## config.mk

```make
export PLATFORM = sky130hd
export DESIGN_NAME = seq_ram_arbiter
export DESIGN_NICKNAME = d
export VERILOG_FILES = /design/src/rtl/seq_ram_arbiter.sv
export SDC_FILE = /design/constraint.sdc
export NUM_CORES = 1
export LEC_CHECK = 0
export BUFFER_PORTS_ARGS = -buffer_cell sky130_fd_sc_hd__clkbuf_2
export CORE_ASPECT_RATIO = 0.9
export CORE_UTILIZATION = 40
export DETAILED_ROUTE_END_ITERATION = 16
export PLACE_DENSITY = 0.65
export SLEW_MARGIN = 5
export SYNTH_ARGS = -nofsm -noshare
export SYNTH_HDL_FRONTEND = slang
export SYNTH_SLANG_ARGS = --single-unit
```

## constraint.sdc

```tcl
create_clock -name Clk -period 2.3 [get_ports Clk]
set_clock_uncertainty 0.1 [all_clocks]
set_input_delay 0.115 -clock Clk [delete_from_list [all_inputs] [get_ports Clk]]
set_output_delay 0.115 -clock Clk [all_outputs]
set_load 0.02 [all_outputs]
```

## src/rtl/seq_ram_arbiter.sv

```systemverilog
// seq_ram_arbiter: shares the single-port sequence RAM between the sequence generator (writes), the game controller and an aux reader (reads).
// Optional macro ARB_RR_EN selects round-robin Ctrl/Aux read arbitration. When it is undefined, Ctrl has fixed priority over Aux.
module seq_ram_arbiter #(
  parameter int RAM_LAT = 2,
  parameter int ADDR_W  = 5,
  parameter int DATA_W  = 4
) (
  input  logic              Clk,
  input  logic              Rst,
  input  logic              Flush,
  input  logic              GenReq,
  input  logic [ADDR_W-1:0] GenAddr,
  input  logic [DATA_W-1:0] GenData,
  output logic              GenAck,
  input  logic              CtrlReq,
  input  logic [ADDR_W-1:0] CtrlAddr,
  output logic [DATA_W-1:0] CtrlData,
  output logic              CtrlValid,
  input  logic              AuxReq,
  input  logic [ADDR_W-1:0] AuxAddr,
  output logic [DATA_W-1:0] AuxData,
  output logic              AuxValid,
  output logic [ADDR_W-1:0] RamAddr,
  output logic              RamWe,
  output logic [DATA_W-1:0] RamDin,
  input  logic [DATA_W-1:0] RamDout,
  output logic              Busy,
  output logic              Overrun
);
  typedef enum logic [1:0] {IDLE, WRITE, READ} state_t;
  localparam logic [2:0] LAT = 3'(RAM_LAT);

  state_t            state_q, state_d;
  logic [2:0]        cnt_q, cnt_d;
  logic              win_aux_q, win_aux_d;
  logic              pend_gen_q, pend_gen_d, pend_ctrl_q, pend_ctrl_d, pend_aux_q, pend_aux_d;
  logic              cap_gen, cap_ctrl, cap_aux, ovr_gen, ovr_ctrl, ovr_aux;
  logic              gen_done, ctrl_done, aux_done, pick_aux;
  logic              overrun_q, overrun_d;
  logic [ADDR_W-1:0] ram_addr_q, ram_addr_d;
  logic              ram_we_q, ram_we_d;
  logic [DATA_W-1:0] ram_din_q, ram_din_d;
  logic              gen_ack_q, gen_ack_d, ctrl_valid_q, ctrl_valid_d, aux_valid_q, aux_valid_d;
  logic [DATA_W-1:0] ctrl_data_q, ctrl_data_d, aux_data_q, aux_data_d;
  logic [ADDR_W-1:0] gen_addr_h, ctrl_addr_h, aux_addr_h;
  logic [DATA_W-1:0] gen_data_h;
`ifdef ARB_RR_EN
  logic              rr_aux_q, rr_aux_d;
`endif

  // Returns {pend_next, capture, overrun}. Flush discards everything, and a new request wins over a completion.
  function automatic logic [2:0] req_update(input logic req, input logic pend,
                                            input logic done, input logic flush);
    logic [2:0] r;
    r = {pend, 2'b00};
    if (flush)                    r[2] = 1'b0;
    else if (req && (!pend || done)) r = 3'b110;
    else if (req)                 r[0] = 1'b1;
    else if (done)                r[2] = 1'b0;
    return r;
  endfunction

`ifdef ARB_RR_EN
  assign pick_aux = pend_aux_q && (!pend_ctrl_q || rr_aux_q);
`else
  assign pick_aux = pend_aux_q && !pend_ctrl_q;
`endif

  always_comb begin
    state_d      = state_q;
    cnt_d        = cnt_q;
    win_aux_d    = win_aux_q;
    ram_addr_d   = ram_addr_q;
    ram_we_d     = 1'b0;
    ram_din_d    = ram_din_q;
    gen_ack_d    = 1'b0;
    ctrl_valid_d = 1'b0;
    aux_valid_d  = 1'b0;
    ctrl_data_d  = ctrl_data_q;
    aux_data_d   = aux_data_q;
    gen_done     = 1'b0;
    ctrl_done    = 1'b0;
    aux_done     = 1'b0;
`ifdef ARB_RR_EN
    rr_aux_d     = rr_aux_q;
`endif
    case (state_q)
      IDLE: begin
        // Flush empties the pending set on this edge, so nothing is granted from it.
        if (!Flush) begin
          if (pend_gen_q) begin
            ram_addr_d = gen_addr_h;
            ram_din_d  = gen_data_h;
            ram_we_d   = 1'b1;
            state_d    = WRITE;
          end else if (pend_ctrl_q || pend_aux_q) begin
            ram_addr_d = pick_aux ? aux_addr_h : ctrl_addr_h;
            win_aux_d  = pick_aux;
            cnt_d      = 3'd1;
            state_d    = READ;
`ifdef ARB_RR_EN
            rr_aux_d   = !pick_aux;
`endif
          end
        end
      end
      WRITE: begin
        gen_ack_d = 1'b1;
        gen_done  = 1'b1;
        state_d   = IDLE;
      end
      READ: begin
        if (cnt_q == LAT) begin
          if (win_aux_q) begin
            aux_data_d  = RamDout;
            aux_valid_d = 1'b1;
            aux_done    = 1'b1;
          end else begin
            ctrl_data_d  = RamDout;
            ctrl_valid_d = 1'b1;
            ctrl_done    = 1'b1;
          end
          state_d = IDLE;
        end else begin
          cnt_d = cnt_q + 3'd1;
        end
      end
      default: state_d = IDLE;
    endcase
    {pend_gen_d,  cap_gen,  ovr_gen}  = req_update(GenReq,  pend_gen_q,  gen_done,  Flush);
    {pend_ctrl_d, cap_ctrl, ovr_ctrl} = req_update(CtrlReq, pend_ctrl_q, ctrl_done, Flush);
    {pend_aux_d,  cap_aux,  ovr_aux}  = req_update(AuxReq,  pend_aux_q,  aux_done,  Flush);
    overrun_d = overrun_q | ovr_gen | ovr_ctrl | ovr_aux;
  end

  always_ff @(posedge Clk or posedge Rst) begin
    if (Rst) begin
      state_q      <= IDLE;
      cnt_q        <= 3'd0;
      win_aux_q    <= 1'b0;
      pend_gen_q   <= 1'b0;
      pend_ctrl_q  <= 1'b0;
      pend_aux_q   <= 1'b0;
      overrun_q    <= 1'b0;
      ram_addr_q   <= '0;
      ram_we_q     <= 1'b0;
      ram_din_q    <= '0;
      gen_ack_q    <= 1'b0;
      ctrl_valid_q <= 1'b0;
      aux_valid_q  <= 1'b0;
      ctrl_data_q  <= '0;
      aux_data_q   <= '0;
`ifdef ARB_RR_EN
      rr_aux_q     <= 1'b0;
`endif
    end else begin
      state_q      <= state_d;
      cnt_q        <= cnt_d;
      win_aux_q    <= win_aux_d;
      pend_gen_q   <= pend_gen_d;
      pend_ctrl_q  <= pend_ctrl_d;
      pend_aux_q   <= pend_aux_d;
      overrun_q    <= overrun_d;
      ram_addr_q   <= ram_addr_d;
      ram_we_q     <= ram_we_d;
      ram_din_q    <= ram_din_d;
      gen_ack_q    <= gen_ack_d;
      ctrl_valid_q <= ctrl_valid_d;
      aux_valid_q  <= aux_valid_d;
      ctrl_data_q  <= ctrl_data_d;
      aux_data_q   <= aux_data_d;
`ifdef ARB_RR_EN
      rr_aux_q     <= rr_aux_d;
`endif
    end
  end

  // Holding registers are only read while their pending flag is set, so they need no reset.
  always_ff @(posedge Clk) begin
    if (cap_gen) begin
      gen_addr_h <= GenAddr;
      gen_data_h <= GenData;
    end
    if (cap_ctrl) ctrl_addr_h <= CtrlAddr;
    if (cap_aux)  aux_addr_h  <= AuxAddr;
  end

  assign RamAddr   = ram_addr_q;
  assign RamWe     = ram_we_q;
  assign RamDin    = ram_din_q;
  assign GenAck    = gen_ack_q;
  assign CtrlValid = ctrl_valid_q;
  assign CtrlData  = ctrl_data_q;
  assign AuxValid  = aux_valid_q;
  assign AuxData   = aux_data_q;
  assign Overrun   = overrun_q;
  assign Busy      = (state_q != IDLE) || pend_gen_q || pend_ctrl_q || pend_aux_q;
endmodule

```

==> impl_results.md <==
- Final setup violation count: 0
- Die H: between 60 and 70 um
- Worst R2R End: aux_addr_h[4]$_DFFE_PP_
- Register area share after synthesis: 67.3%
- CTS buffer count: 5
- P&R area growth vs syn: 34.9%
- Slew HR: 64.8%
- Ports: 52
- Register bit total from synthesis: 50
- Critical Path RT: 2.15 ns
- Worst path cell trace: inv_1, ha_1, nand3b_1, or3b_1, a21oi_1
- Reg2reg start: cnt_q[0]$_DFFE_PP0P_
- Worst vdd rail ir drop: 672 uV
- Drt wl/cell: ~13 um
- PD cells: about 1000 nW/um2
- CP max-delay cell: a21oi_1
- # diodes: 0
- Worst-Margin Slew: 0.526 ns
- Total chip power: 2.72 mW
- DR iter-0 viols: 71
- Hold WS: 0.318 ns
- Largest stage delay, worst path: 0.42 ns
- Clock tree buffer depth: 2
- Post-layout min period: roughly 2 ns
- Die footprint: 5290 um2
- Number of global-route vias before repair: about 1400
- Final slew viol count: 0
- CTS clk-pin slew, worst paths: 0.09 ns
- Later-pin clock latency in the skew report: 0.30 ns
- Status: finished clean
- Detailed Route WL: 3930 um
- Worst Path Max Fanout: 5
- Max Cap Viol: 0
- Initial antenna violation count: 0
- Worst setup EP type: register
- Final period util: 88.0%
- Post-synth cell types: 34
- Kind of critical path: reg2reg
- Vias: between 1000 and 1500
- Synth warnings: 0
- Root cell of the clock tree: clkbuf_8
- Vias per inst: 4.67
- Post-synthesis cell area: 2000 um2
- I/O Buffers: ~50
- Post-CTS resize count: 0
- Worst reg2reg setup slack: 0.28 ns
- Site Rows: 24
- Core ar.: 4830 um2
- Post-Place Worst Slack: approximately 0.28 ns
- Initial Util: between 40% and 50%
- Fin area: 2700 um2
- Synth Net Count: 179
- Syn Area/Cell: 13.5 um2
- Placed inst area: roughly 2300 um2
- Cell leakage power: 1.23 nW
- Final setup margin: 0.277 ns
- HPWL Detailed: 2630 um
- First-pass GRT wire length: 6490 um
- Hold Fails Final Rpt: 0
- Worst hold path type: in2async
- Global-route usage over all layers: 16.0%
- Drt pass-1 iters: 4
- CTS sink count: 50
- Reg2reg path depth: 5
- DRC violations left: 0
- RSZ-0062 raised after global routing: no
- Share of post-route cells with drive strength above 1: 34.1%
- Kind of start point of the critical path: register
- Global route total overflow: 0
- CTS tree: built
- CP arrival: around 1.9 ns
- Cells after Synth: 148
- Final TNS setup: 0 ns
- Die Wd: 76.5 um
- Largest net degree at the start of global routing: 32
- Final Wtd Congestion: 0.748
- Fin nets: 262
- Htree depth: 2
- Post-DRT Antenna Nets: 0
- Fmax: 494 MHz
layout by cell type (no fill, tap or decap), types with 2 or more instances in the layout:
master,netlist,routed
edfxtp_1,19,19
o21a_1,2,2
clkbuf_2,1,51
buf_4,1,4
dfrtp_1,31,31
nand2_1,19,19
nor3_1,2,2
ha_1,2,2
mux2i_1,5,5
clkbuf_8,0,5
nor2b_1,3,3
and2_1,3,3
mux2_2,9,9
nor2_1,3,3
dlygate4sd3_1,0,28
inv_1,7,7
nor4_1,2,2
o21ai_0,9,9
mux2_4,4,4
a21oi_1,8,8
power by group:
part           internal, mW  switching, mW  total, mW  leakage, nW
Sequential             1.15          0.155       1.31        0.554
Combinational         0.403          0.490      0.893        0.630
Clock                 0.220          0.294      0.514       0.0447
Total                  1.78          0.939       2.72         1.23
kinds of logic (layout without fill, tap and decap cells):
group | after synthesis | after routing | share of synthesized area (%)
adder cells (fa/ha/maj) | 2 | 2 | 1.25
AND/OR/NAND/NOR | 39 | 39 | 9.95
multiplexers | 18 | 18 | 10.6
buffers and inverters | 14 | 98 | 3.44
AO/OA/AOI/OAI | 25 | 25 | 7.45
flip-flops | 50 | 50 | 67.3
stage by stage:
stage | std cells | utilization (%)
global placement | 261 | 48.1
CTS | 297 | 55.8
global route | 297 | 55.8
detailed placement | 261 | 48.1
floorplan | 148 | -
finish | 297 | 55.8
worst max path at each step:
stage                            from                       to  slack, ns  depth (start not counted)
2_1_floorplan    cnt_q[0]$_DFFE_PP0P_  aux_addr_h[0]$_DFFE_PP_       0.34                          6
3_3_place_gp     cnt_q[0]$_DFFE_PP0P_  aux_addr_h[0]$_DFFE_PP_       0.32                          5
3_5_place_dp     cnt_q[0]$_DFFE_PP0P_  aux_addr_h[4]$_DFFE_PP_       0.28                          5
4_1_cts        pend_gen_q$_DFFE_PP0P_                     Busy       0.26                          2
5_1_grt          cnt_q[0]$_DFFE_PP0P_  aux_addr_h[3]$_DFFE_PP_       0.17                          5
6_report         cnt_q[0]$_DFFE_PP0P_  aux_addr_h[4]$_DFFE_PP_       0.28                          5
critical path: cells and delay by family (launching register included):
kind            cells  cell delay, ns
compound gates      1            0.42
buf+inv             1            0.08
fa+ha+maj           1            0.19
flops               1            0.40
simple gates        2            0.49
what timing repair did:
action                    in CTS  in global routing
hold buffers                  28                  0
buffers inserted               0                  0
hold endpoints to repair      62                  0
routing by layer:
metal | vias up | track usage [%] | wire (um)
met5 | - | 0 | 0
li1 | 685 | - | -
met3 | 5 | 4.11 | 174
met2 | 47 | 27.4 | 1910
met4 | 0 | 4.49 | 32
met1 | 651 | 20.2 | 1810
registers in the layout, indices dropped and copies added (netlist names):
name and cells:
CtrlValid 1, cnt_q 3, Overrun 1, CtrlData 4
aux_addr_h 5, AuxData 4, pend_ctrl_q 1, win_aux_q 1
GenAck 1, pend_gen_q 1, pend_aux_q 1, RamDin 4
gen_addr_h 5, RamAddr 5, gen_data_h 4, RamWe 1
ctrl_addr_h 5, state_q 2, AuxValid 1
cells in the mapped netlist, drive strengths merged:
master	count	area [um2]
dfrtp	31	776
edfxtp	19	571
nand2	19	71.3
mux2	13	161
o21ai	10	50.0
a21oi	8	40.0
inv	7	26.3
buf	5	33.8
mux2i	5	50.1
and2	3	18.8
nor2	3	11.3
nor2b	3	18.8
clkbuf	2	8.75
ha	2	25.0
nor3	2	10.0
nor4	2	12.5
o21a	2	15.0
a211oi	1	7.51
a31oi	1	6.26
a32oi	1	8.76
and2b	1	8.76
nand3b	1	7.51
nor3b	1	7.51
o31a	1	8.76
o31ai	1	12.5
or3	1	6.26
or3b	1	8.76
or4	1	7.51
or4b	1	10.0
cell type report:
class,instances,area [um2]
fillers,408,2140
flip-flops and latches,50,1350
multi-input cells,84,584
repair buffers,83,566
well taps,65,81.3
clock buffers,5,68.8
inverters,7,26.3
clock inverters,3,25.0
Power figures use the tool's default switching activity.
